[src/rtl/fetch_stage_if.sv]
`default_nettype none
// +----------------------------------------------------------------------+
// | fetch_stage_if                                                       |
// | Instruction-memory, decode and redirect signals of the fetch stage.  |
// | Revision: 1.0                                                        |
// +----------------------------------------------------------------------+
interface fetch_stage_if;
  logic        imem_req_valid;
  logic        imem_req_ready;
  logic [31:0] imem_addr;
  logic        imem_rsp_valid;
  logic [31:0] imem_rsp_data;
  logic        instr_valid;
  logic        instr_ready;
  logic [31:0] instr;
  logic [31:0] instr_pc;
  logic [6:0]  op;
  logic [2:0]  funct3;
  logic [6:0]  funct7;
  logic        redirect_valid;
  logic [31:0] redirect_pc;

  modport master (
    output imem_req_valid, imem_addr, instr_valid, instr, instr_pc, op, funct3, funct7,
    input  imem_req_ready, imem_rsp_valid, imem_rsp_data, instr_ready,
           redirect_valid, redirect_pc
  );

  modport slave (
    input  imem_req_valid, imem_addr, instr_valid, instr, instr_pc, op, funct3, funct7,
    output imem_req_ready, imem_rsp_valid, imem_rsp_data, instr_ready,
           redirect_valid, redirect_pc
  );
endinterface
`default_nettype wire

[src/rtl/fetch_stage.sv]
`default_nettype none
// +----------------------------------------------------------------------+
// | fetch_stage                                                          |
// | PC register, single-outstanding imem fetch and decode handshake.     |
// | Revision: 1.0                                                        |
// +----------------------------------------------------------------------+
module fetch_stage #(
  parameter logic [31:0] RESET_PC = 32'h0000_0000
) (
  input  logic          clk,
  input  logic          rst_n,
  fetch_stage_if.master bus
);

  typedef enum logic [1:0] {
    S_REQ  = 2'd0,
    S_WAIT = 2'd1,
    S_HOLD = 2'd2,
    S_DROP = 2'd3
  } state_t;

  state_t      r_state;
  logic [31:0] r_pc;
  logic [31:0] r_instr;
  logic [31:0] r_instr_pc;
  logic        r_instr_valid;

  logic [31:0] w_redirect_pc;
  logic        w_unused;

  assign w_redirect_pc = {bus.redirect_pc[31:2], 2'b00};
  assign w_unused      = &{1'b0, bus.redirect_pc[1:0]};

  always_ff @(posedge clk or negedge rst_n) begin
    if (!rst_n) begin
      r_state       <= S_REQ;
      r_pc          <= RESET_PC;
      r_instr       <= 32'h0;
      r_instr_pc    <= 32'h0;
      r_instr_valid <= 1'b0;
    end else begin
      case (r_state)
        S_REQ: begin
          if (bus.redirect_valid) begin
            r_pc <= w_redirect_pc;
          end else if (bus.imem_req_ready) begin
            r_state <= S_WAIT;
          end
        end
        S_WAIT: begin
          // A redirect orphans the outstanding response; drop it now or later.
          if (bus.redirect_valid) begin
            r_pc    <= w_redirect_pc;
            r_state <= bus.imem_rsp_valid ? S_REQ : S_DROP;
          end else if (bus.imem_rsp_valid) begin
            r_instr       <= bus.imem_rsp_data;
            r_instr_pc    <= r_pc;
            r_instr_valid <= 1'b1;
            r_state       <= S_HOLD;
          end
        end
        S_HOLD: begin
          if (bus.redirect_valid) begin
            r_pc          <= w_redirect_pc;
            r_instr_valid <= 1'b0;
            r_state       <= S_REQ;
          end else if (bus.instr_ready) begin
            r_pc          <= r_pc + 32'd4;
            r_instr_valid <= 1'b0;
            r_state       <= S_REQ;
          end
        end
        S_DROP: begin
          if (bus.redirect_valid) begin
            r_pc <= w_redirect_pc;
          end
          if (bus.imem_rsp_valid) begin
            r_state <= S_REQ;
          end
        end
        default: r_state <= S_REQ;
      endcase
    end
  end

  assign bus.imem_req_valid = rst_n && (r_state == S_REQ) && !bus.redirect_valid;
  assign bus.imem_addr      = r_pc;
  assign bus.instr_valid    = r_instr_valid;
  assign bus.instr          = r_instr;
  assign bus.instr_pc       = r_instr_pc;
  assign bus.op             = r_instr[6:0];
  assign bus.funct3         = r_instr[14:12];
  assign bus.funct7         = r_instr[31:25];

endmodule
`default_nettype wire
[src/flat_wrapper.sv]
// flat-port wrapper written by rule: the top's interface ports become plain ports
module fetch_stage_flat 
#(
  parameter logic [31:0] RESET_PC = 32'h0000_0000
)
  (clk, rst_n, bus_imem_req_valid, bus_imem_addr, bus_instr_valid, bus_instr, bus_instr_pc, bus_op, bus_funct3, bus_funct7, bus_imem_req_ready, bus_imem_rsp_valid, bus_imem_rsp_data, bus_instr_ready, bus_redirect_valid, bus_redirect_pc);
  fetch_stage_if bus_i ();
  input  logic clk;
  input  logic rst_n;
  output wire logic [$bits(bus_i.imem_req_valid)-1:0] bus_imem_req_valid;
  output wire logic [$bits(bus_i.imem_addr)-1:0] bus_imem_addr;
  output wire logic [$bits(bus_i.instr_valid)-1:0] bus_instr_valid;
  output wire logic [$bits(bus_i.instr)-1:0] bus_instr;
  output wire logic [$bits(bus_i.instr_pc)-1:0] bus_instr_pc;
  output wire logic [$bits(bus_i.op)-1:0] bus_op;
  output wire logic [$bits(bus_i.funct3)-1:0] bus_funct3;
  output wire logic [$bits(bus_i.funct7)-1:0] bus_funct7;
  input wire logic [$bits(bus_i.imem_req_ready)-1:0] bus_imem_req_ready;
  input wire logic [$bits(bus_i.imem_rsp_valid)-1:0] bus_imem_rsp_valid;
  input wire logic [$bits(bus_i.imem_rsp_data)-1:0] bus_imem_rsp_data;
  input wire logic [$bits(bus_i.instr_ready)-1:0] bus_instr_ready;
  input wire logic [$bits(bus_i.redirect_valid)-1:0] bus_redirect_valid;
  input wire logic [$bits(bus_i.redirect_pc)-1:0] bus_redirect_pc;
  assign bus_imem_req_valid = bus_i.imem_req_valid;
  assign bus_imem_addr = bus_i.imem_addr;
  assign bus_instr_valid = bus_i.instr_valid;
  assign bus_instr = bus_i.instr;
  assign bus_instr_pc = bus_i.instr_pc;
  assign bus_op = bus_i.op;
  assign bus_funct3 = bus_i.funct3;
  assign bus_funct7 = bus_i.funct7;
  assign bus_i.imem_req_ready = bus_imem_req_ready;
  assign bus_i.imem_rsp_valid = bus_imem_rsp_valid;
  assign bus_i.imem_rsp_data = bus_imem_rsp_data;
  assign bus_i.instr_ready = bus_instr_ready;
  assign bus_i.redirect_valid = bus_redirect_valid;
  assign bus_i.redirect_pc = bus_redirect_pc;
  fetch_stage #(.RESET_PC(RESET_PC)) u_core (.clk(clk), .rst_n(rst_n), .bus(bus_i));
endmodule
[config.mk]
export PLATFORM = sky130hd
export DESIGN_NAME = fetch_stage_flat
export DESIGN_NICKNAME = d
export VERILOG_FILES = /design/src/rtl/fetch_stage_if.sv /design/src/rtl/fetch_stage.sv /design/src/flat_wrapper.sv
export SDC_FILE = /design/constraint.sdc
export NUM_CORES = 1
export LEC_CHECK = 0
export ABC_AREA = 0
export BUFFER_PORTS_ARGS = -buffer_cell sky130_fd_sc_hd__buf_2
export CORE_MARGIN = 3
export CORE_UTILIZATION = 43
export DETAILED_ROUTE_END_ITERATION = 16
export MAX_ROUTING_LAYER = met4
export PLACE_DENSITY = 0.76
export SYNTH_ARGS = -nofsm -noshare
export SYNTH_HDL_FRONTEND = slang
export SYNTH_SLANG_ARGS = --single-unit
[constraint.sdc]
create_clock -name clk -period 2.1 [get_ports clk]
set_clock_uncertainty 0.15 [all_clocks]
set_input_delay 0.42 -clock clk [delete_from_list [all_inputs] [get_ports clk]]
set_output_delay 0.42 -clock clk [all_outputs]
set_load 0.02 [all_outputs]
### After elaboration in Yosys (flattened, before gate mapping)

Index checks and enable logic that the tools add are counted.

| word-level totals | value |
|---|---|
| flip-flop bits (word level) | 99 |
| bits of input ports | 70 |

| operators by class | value |
|---|---|
| $add $sub $neg | 1 |
| equality and inequality tests | 11 |
| mux-type cells | 18 |
| bitwise gates (word level) | 1 |
| reduce and logical (&&, ||, !) cells | 10 |

Operators by type and width:

| cell | number |
|---|---|
| 32-bit 2-to-1 mux | 3 |
| 32-bit one-hot mux with 2 select lines | 1 |
| 32-bit by 3-bit adder with 32-bit output, second input constant | 1 |
| 2-bit 2-to-1 mux | 8 |
| 2-bit != test, second input constant | 5 |
| 2-bit one-hot mux with 4 select lines | 1 |
| 3-bit != test, second input constant | 2 |
| 5-bit AND reduction | 1 |
| 2-bit equality test, second input constant | 2 |
| 1-bit 2-to-1 mux | 4 |
| 4-bit AND reduction | 1 |
| 3-bit AND reduction | 1 |
| 3-bit OR reduction | 1 |
| 2-bit by 1-bit equality test with 1-bit output, second input constant | 1 |
| 1-bit logical AND | 2 |
| 2-bit zero test | 1 |
| 2-bit by 1-bit != test with 1-bit output, second input constant | 1 |
| 1-bit one-hot mux with 2 select lines | 1 |
| 2-bit AND reduction | 1 |
| 2-bit nonzero test | 1 |
| 1-bit zero test | 1 |
| 1-bit inverter | 1 |

### Logic depth before layout (Yosys ltp)

| depth | value |
|---|---|
| word-level depth | 4 |
| depth in mapped cells | 6 |
| gate-level depth less buffers | 5 |

### Least setup slack after synthesis

Ideal clock, no wire load.

| path | value |
|---|---|
| path type | reg2reg |
| start | register u_core.r_pc[6] (netlist: u_core.bus.imem_addr[6]) |
| end | register u_core.r_pc[25] (netlist: u_core.bus.imem_addr[25]) |
| arrival time | 1.927 ns |
| path slack | -0.058 ns |
| stages on the path, launching flop included | 5 |
| buffers on the path | 0 |
| clock period less this slack | 2.158 ns |
| path through | dfrtp_1 nand4b_4 or4_4 or4_1 a31oi_1 |

| on the way | value |
|---|---|
| word-level cells in the longest chain between the ends | 4 |

RTL lines:

| item | RTL line | source |
|---|---|---|
| start: declaration | fetch_stage.sv:23 | `logic [31:0] r_pc;` |
| start signal: assignment | fetch_stage.sv:45 | `r_pc <= w_redirect_pc;` |
| start signal: assignment | fetch_stage.sv:53 | `r_pc <= w_redirect_pc;` |
| start signal: assignment | fetch_stage.sv:64 | `r_pc <= w_redirect_pc;` |
| 32-bit by 3-bit adder with 32-bit output | fetch_stage.sv:68 | `r_pc <= r_pc + 32'd4;` |
| 32-bit 2-to-1 mux | fetch_stage.sv:67 | `end else if (bus.instr_ready) begin` |
| 32-bit 2-to-1 mux | fetch_stage.sv:63 | `if (bus.redirect_valid) begin` |
| 32-bit one-hot mux with 2 select lines | fetch_stage.sv:42 | `case (r_state)` |

Every way passes these cells. The select of a mux whose other input is x is not followed.
A chain may end at the register's enable or synchronous reset.

### Worst setup path in the final report

| path | value |
|---|---|
| start | input port rst_n |
| end | output port bus_imem_req_valid |

| on the way | value |
|---|---|
| word-level cells in the longest chain between the ends | 2 |

RTL lines:

| item | RTL line | source |
|---|---|---|
| start: declaration | flat_wrapper.sv:9 | `input logic rst_n;` |
| 1-bit logical AND (2 in a row) | fetch_stage.sv:86 | `assign bus.imem_req_valid = rst_n && (r_state == S_REQ) && !bus.redirect_valid;` |
| end: declaration | flat_wrapper.sv:10 | `output wire logic [$bits(bus_i.imem_req_valid)-1:0] bus_imem_req_valid;` |

Every way passes these cells.

==> results.sh <==
export IMPL_power_mw=6.54
export IMPL_start_kind="primary input"
export IMPL_fp_dieW_um=107
export IMPL_seq_area_frac_synth_pct=54.3
export IMPL_ys_types=38
export IMPL_cellPowerDensity_nw_per_um2=1130
export IMPL_yosys_top_cells_count="dfrtp_1, mux2_2, nand2_1"
export IMPL_synth_avg_cell_area_um2=11.6
export IMPL_yosysTopAreaCell="dfrtp_1"
export IMPL_path_cells="dlygate4sd3_1, buf_4, nor4b_1, buf_2"
export IMPL_antenna_found_initial=2
export IMPL_r2r_slack_ns=0.07
export IMPL_fp_row_count=36
export IMPL_grt_pass1_wl_mm=17.3
export IMPL_worst_slew_pin_transition_ns=0.513
export IMPL_netlist_area_um2=4380
export IMPL_cts_sinks=95
export IMPL_cts_made_buffers=9
export IMPL_h_tree_depth=3
export IMPL_area_growth_pct=31.6
export IMPL_synth_seq_cells=95
export IMPL_final_nets=643
export IMPL_min_from="bus_redirect_pc[9]"
export IMPL_crit_start="rst_n"
export IMPL_coreArea_um2=9820
export IMPL_slowest_stage="dlygate4sd3_1"
export IMPL_setup_viol=0
export IMPL_drv_slew=0
export IMPL_irDropWorstVdd_mv=0.642
export IMPL_min_path_type="primary input to register"
export IMPL_synth_edf_count=0
export IMPL_pin_count=185
export IMPL_register_area_um2=2390
export IMPL_clk_pin_slew_ns=0.09
export IMPL_finalCriticalPeriod_ns=2.07
export IMPL_slowest_delay_ns=0.52
export IMPL_rsz0062_at_grt="true"
export IMPL_drt_iter0_markers=183
export IMPL_wirelength_mm=11.0
export IMPL_grt_remaining_overflow=0
export IMPL_fmax_mhz=483
export IMPL_critPathCaptureType="output port"
export IMPL_dr_total_vias=3614
export IMPL_outcome="finished, final reports clean"
export IMPL_synthArstFlopShare_pct=100
export IMPL_grt_start_max_net_pins=96
export IMPL_netlist_instances=378
export IMPL_grt_pass1_vias=3475
export IMPL_yosys_warnings=0
export IMPL_drc=0
export IMPL_netlist_top_cells_area="dfrtp_1, mux2_2, buf_4, o21ai_0, nand2_1"
export IMPL_drive_above_1_share_pct=54.2
export IMPL_worst_ep_arrival_time_ns=1.50
export IMPL_yosysMostFrequentCell="dfrtp_1"
export IMPL_multiInputGateArea_um2=1760
export IMPL_wl_per_cell_um=15.4
export IMPL_drtAntennaViolNets=0
export IMPL_final_core_util_pct=58.7
export IMPL_start_util_pct=44.6
export IMPL_slew_headroom_pct=65.8
export IMPL_cts_tree="done"
export IMPL_port_buffers=178
export IMPL_cts_max_path_buffers=2
export IMPL_die_y_um=107
export IMPL_critPathRequiredTime_ns=1.53
export IMPL_dp_hpwl_mm=8.10
export IMPL_viasPerCell=5.08
export IMPL_die_area_um2=11400
export IMPL_place_congestion=0.801
export IMPL_report_final_hold_viol_count=0
export IMPL_max_cap_viol_count=0
export IMPL_synth_top_area_share_pct=54.3
export IMPL_setup_worst_path_class="primary input to output port"
export IMPL_min_period_over_period_pct=98.5
export IMPL_cts_root_buf="clkbuf_8"
export IMPL_crit_path_max_fanout=2
export IMPL_drt_pass1_iter_count=4
export IMPL_leakagePower_nw=2.70
export IMPL_grt_total_usage_pct=19.7
export IMPL_reg2reg_from="u_core.r_state[0]"
export IMPL_clock_latency_ns=0.35
export IMPL_synthFlopType="dfrtp_1"
export IMPL_nFillCells=845
flip-flops by register name, indices dropped and copies added, names as in the netlist:
register                cells
u_core.bus.imem_addr       30
u_core.bus.instr           32
u_core.bus.instr_pc        30
u_core.bus.instr_valid      1
u_core.r_state              2
kinds of logic after synthesis:
group / count (synthesis) / synth area share, %
other cells: 1 / 0.0856
flops: 95 / 54.3
xor+xnor: 11 / 2.20
buf+inv: 48 / 6.20
mux: 63 / 16.2
compound gates: 54 / 7.51
simple gates: 105 / 13.3
fa+ha+maj: 1 / 0.286
power breakdown:
part | switching [mW] | total (mW) | internal [mW] | leakage, nW
clock network | 0.608 | 1.06 | 0.452 | 0.0850
registers | 0.354 | 2.78 | 2.43 | 1.12
logic | 1.61 | 2.70 | 1.09 | 1.50
worst max-delay path, delay by kind of cell:
family | cells | cell delay [ns]
buf+inv | 3 | 0.86
simple gates | 1 | 0.22
final timing paths:
check                      cells past startpoint                        to
max in group asynchronous                      3  u_core.bus.imem_addr[10]
hold reg to reg                                1   u_core.bus.instr_pc[10]
min in group asynchronous                      3   u_core.bus.instr_pc[31]
hold / removal                                 3   u_core.bus.imem_addr[9]
setup reg to reg                               5  u_core.bus.imem_addr[23]
setup / recovery                               4        bus_imem_req_valid
stage by stage:
stage	area, um2	worst slack [ns]	cells	hold slack, ns	TNS [ns]
after floorplan	4410	0.00387	381	-0.0256	0
after global placement	5510	-0.0879	685	0.333	-0.226
after detailed placement	5510	-0.106	685	0.341	-0.360
after CTS	5680	0.0124	701	0.101	0
after global routing	5770	-0.0206	711	0.115	-0.0346
final	5770	0.0307	711	0.119	0
final cells by class:
cell class	count	share of cell area (%)
diodes	2	0.0868
clock buffers	11	2.45
clock inverters	4	0.391
inverters	6	0.391
multi-input cells	238	30.6
flip-flops and latches	95	41.4
well taps	133	2.89
repair buffers	222	21.8
cell usage in the layout (no fill, tap or decap), types with 2 or more instances in the layout:
cell type and n:
and4_1 5, o21ai_0 24, buf_2 177, clkinv_2 3
nand3_1 7, xnor2_1 7, conb_1 4, dfrtp_2 7
and2_1 2, xor2_1 4, buf_4 40, or3_1 7
nor3_1 4, nand4_1 11, or4_1 7, a31oi_1 16
mux2_2 62, nand2b_1 2, buf_6 2, diode_2 2
clkbuf_8 10, nor2_1 18, or4_4 3, buf_12 2
nand2_1 30, o22ai_1 2, dfrtp_1 88, inv_1 5
o31ai_1 8
metal layers:
metal / vias to the layer above / track usage (%) / part of all wire (%)
met3: 15 / 4.64 / 6.9
met5: - / - / 0
met2: 132 / 30.8 / 49
met1: 1737 / 25.1 / 42
li1: 1730 / - / -
met4: 0 / 7.67 / 1.9
what timing repair did:
action,in CTS,in global routing
resized for setup,0,7
endpoints found under the setup margin,1,7
hold endpoints to repair,69,0
pin swaps,1,8
buffers inserted,0,8
hold buffers,1,0
No activity file was read; power rests on OpenSTA's default activity.
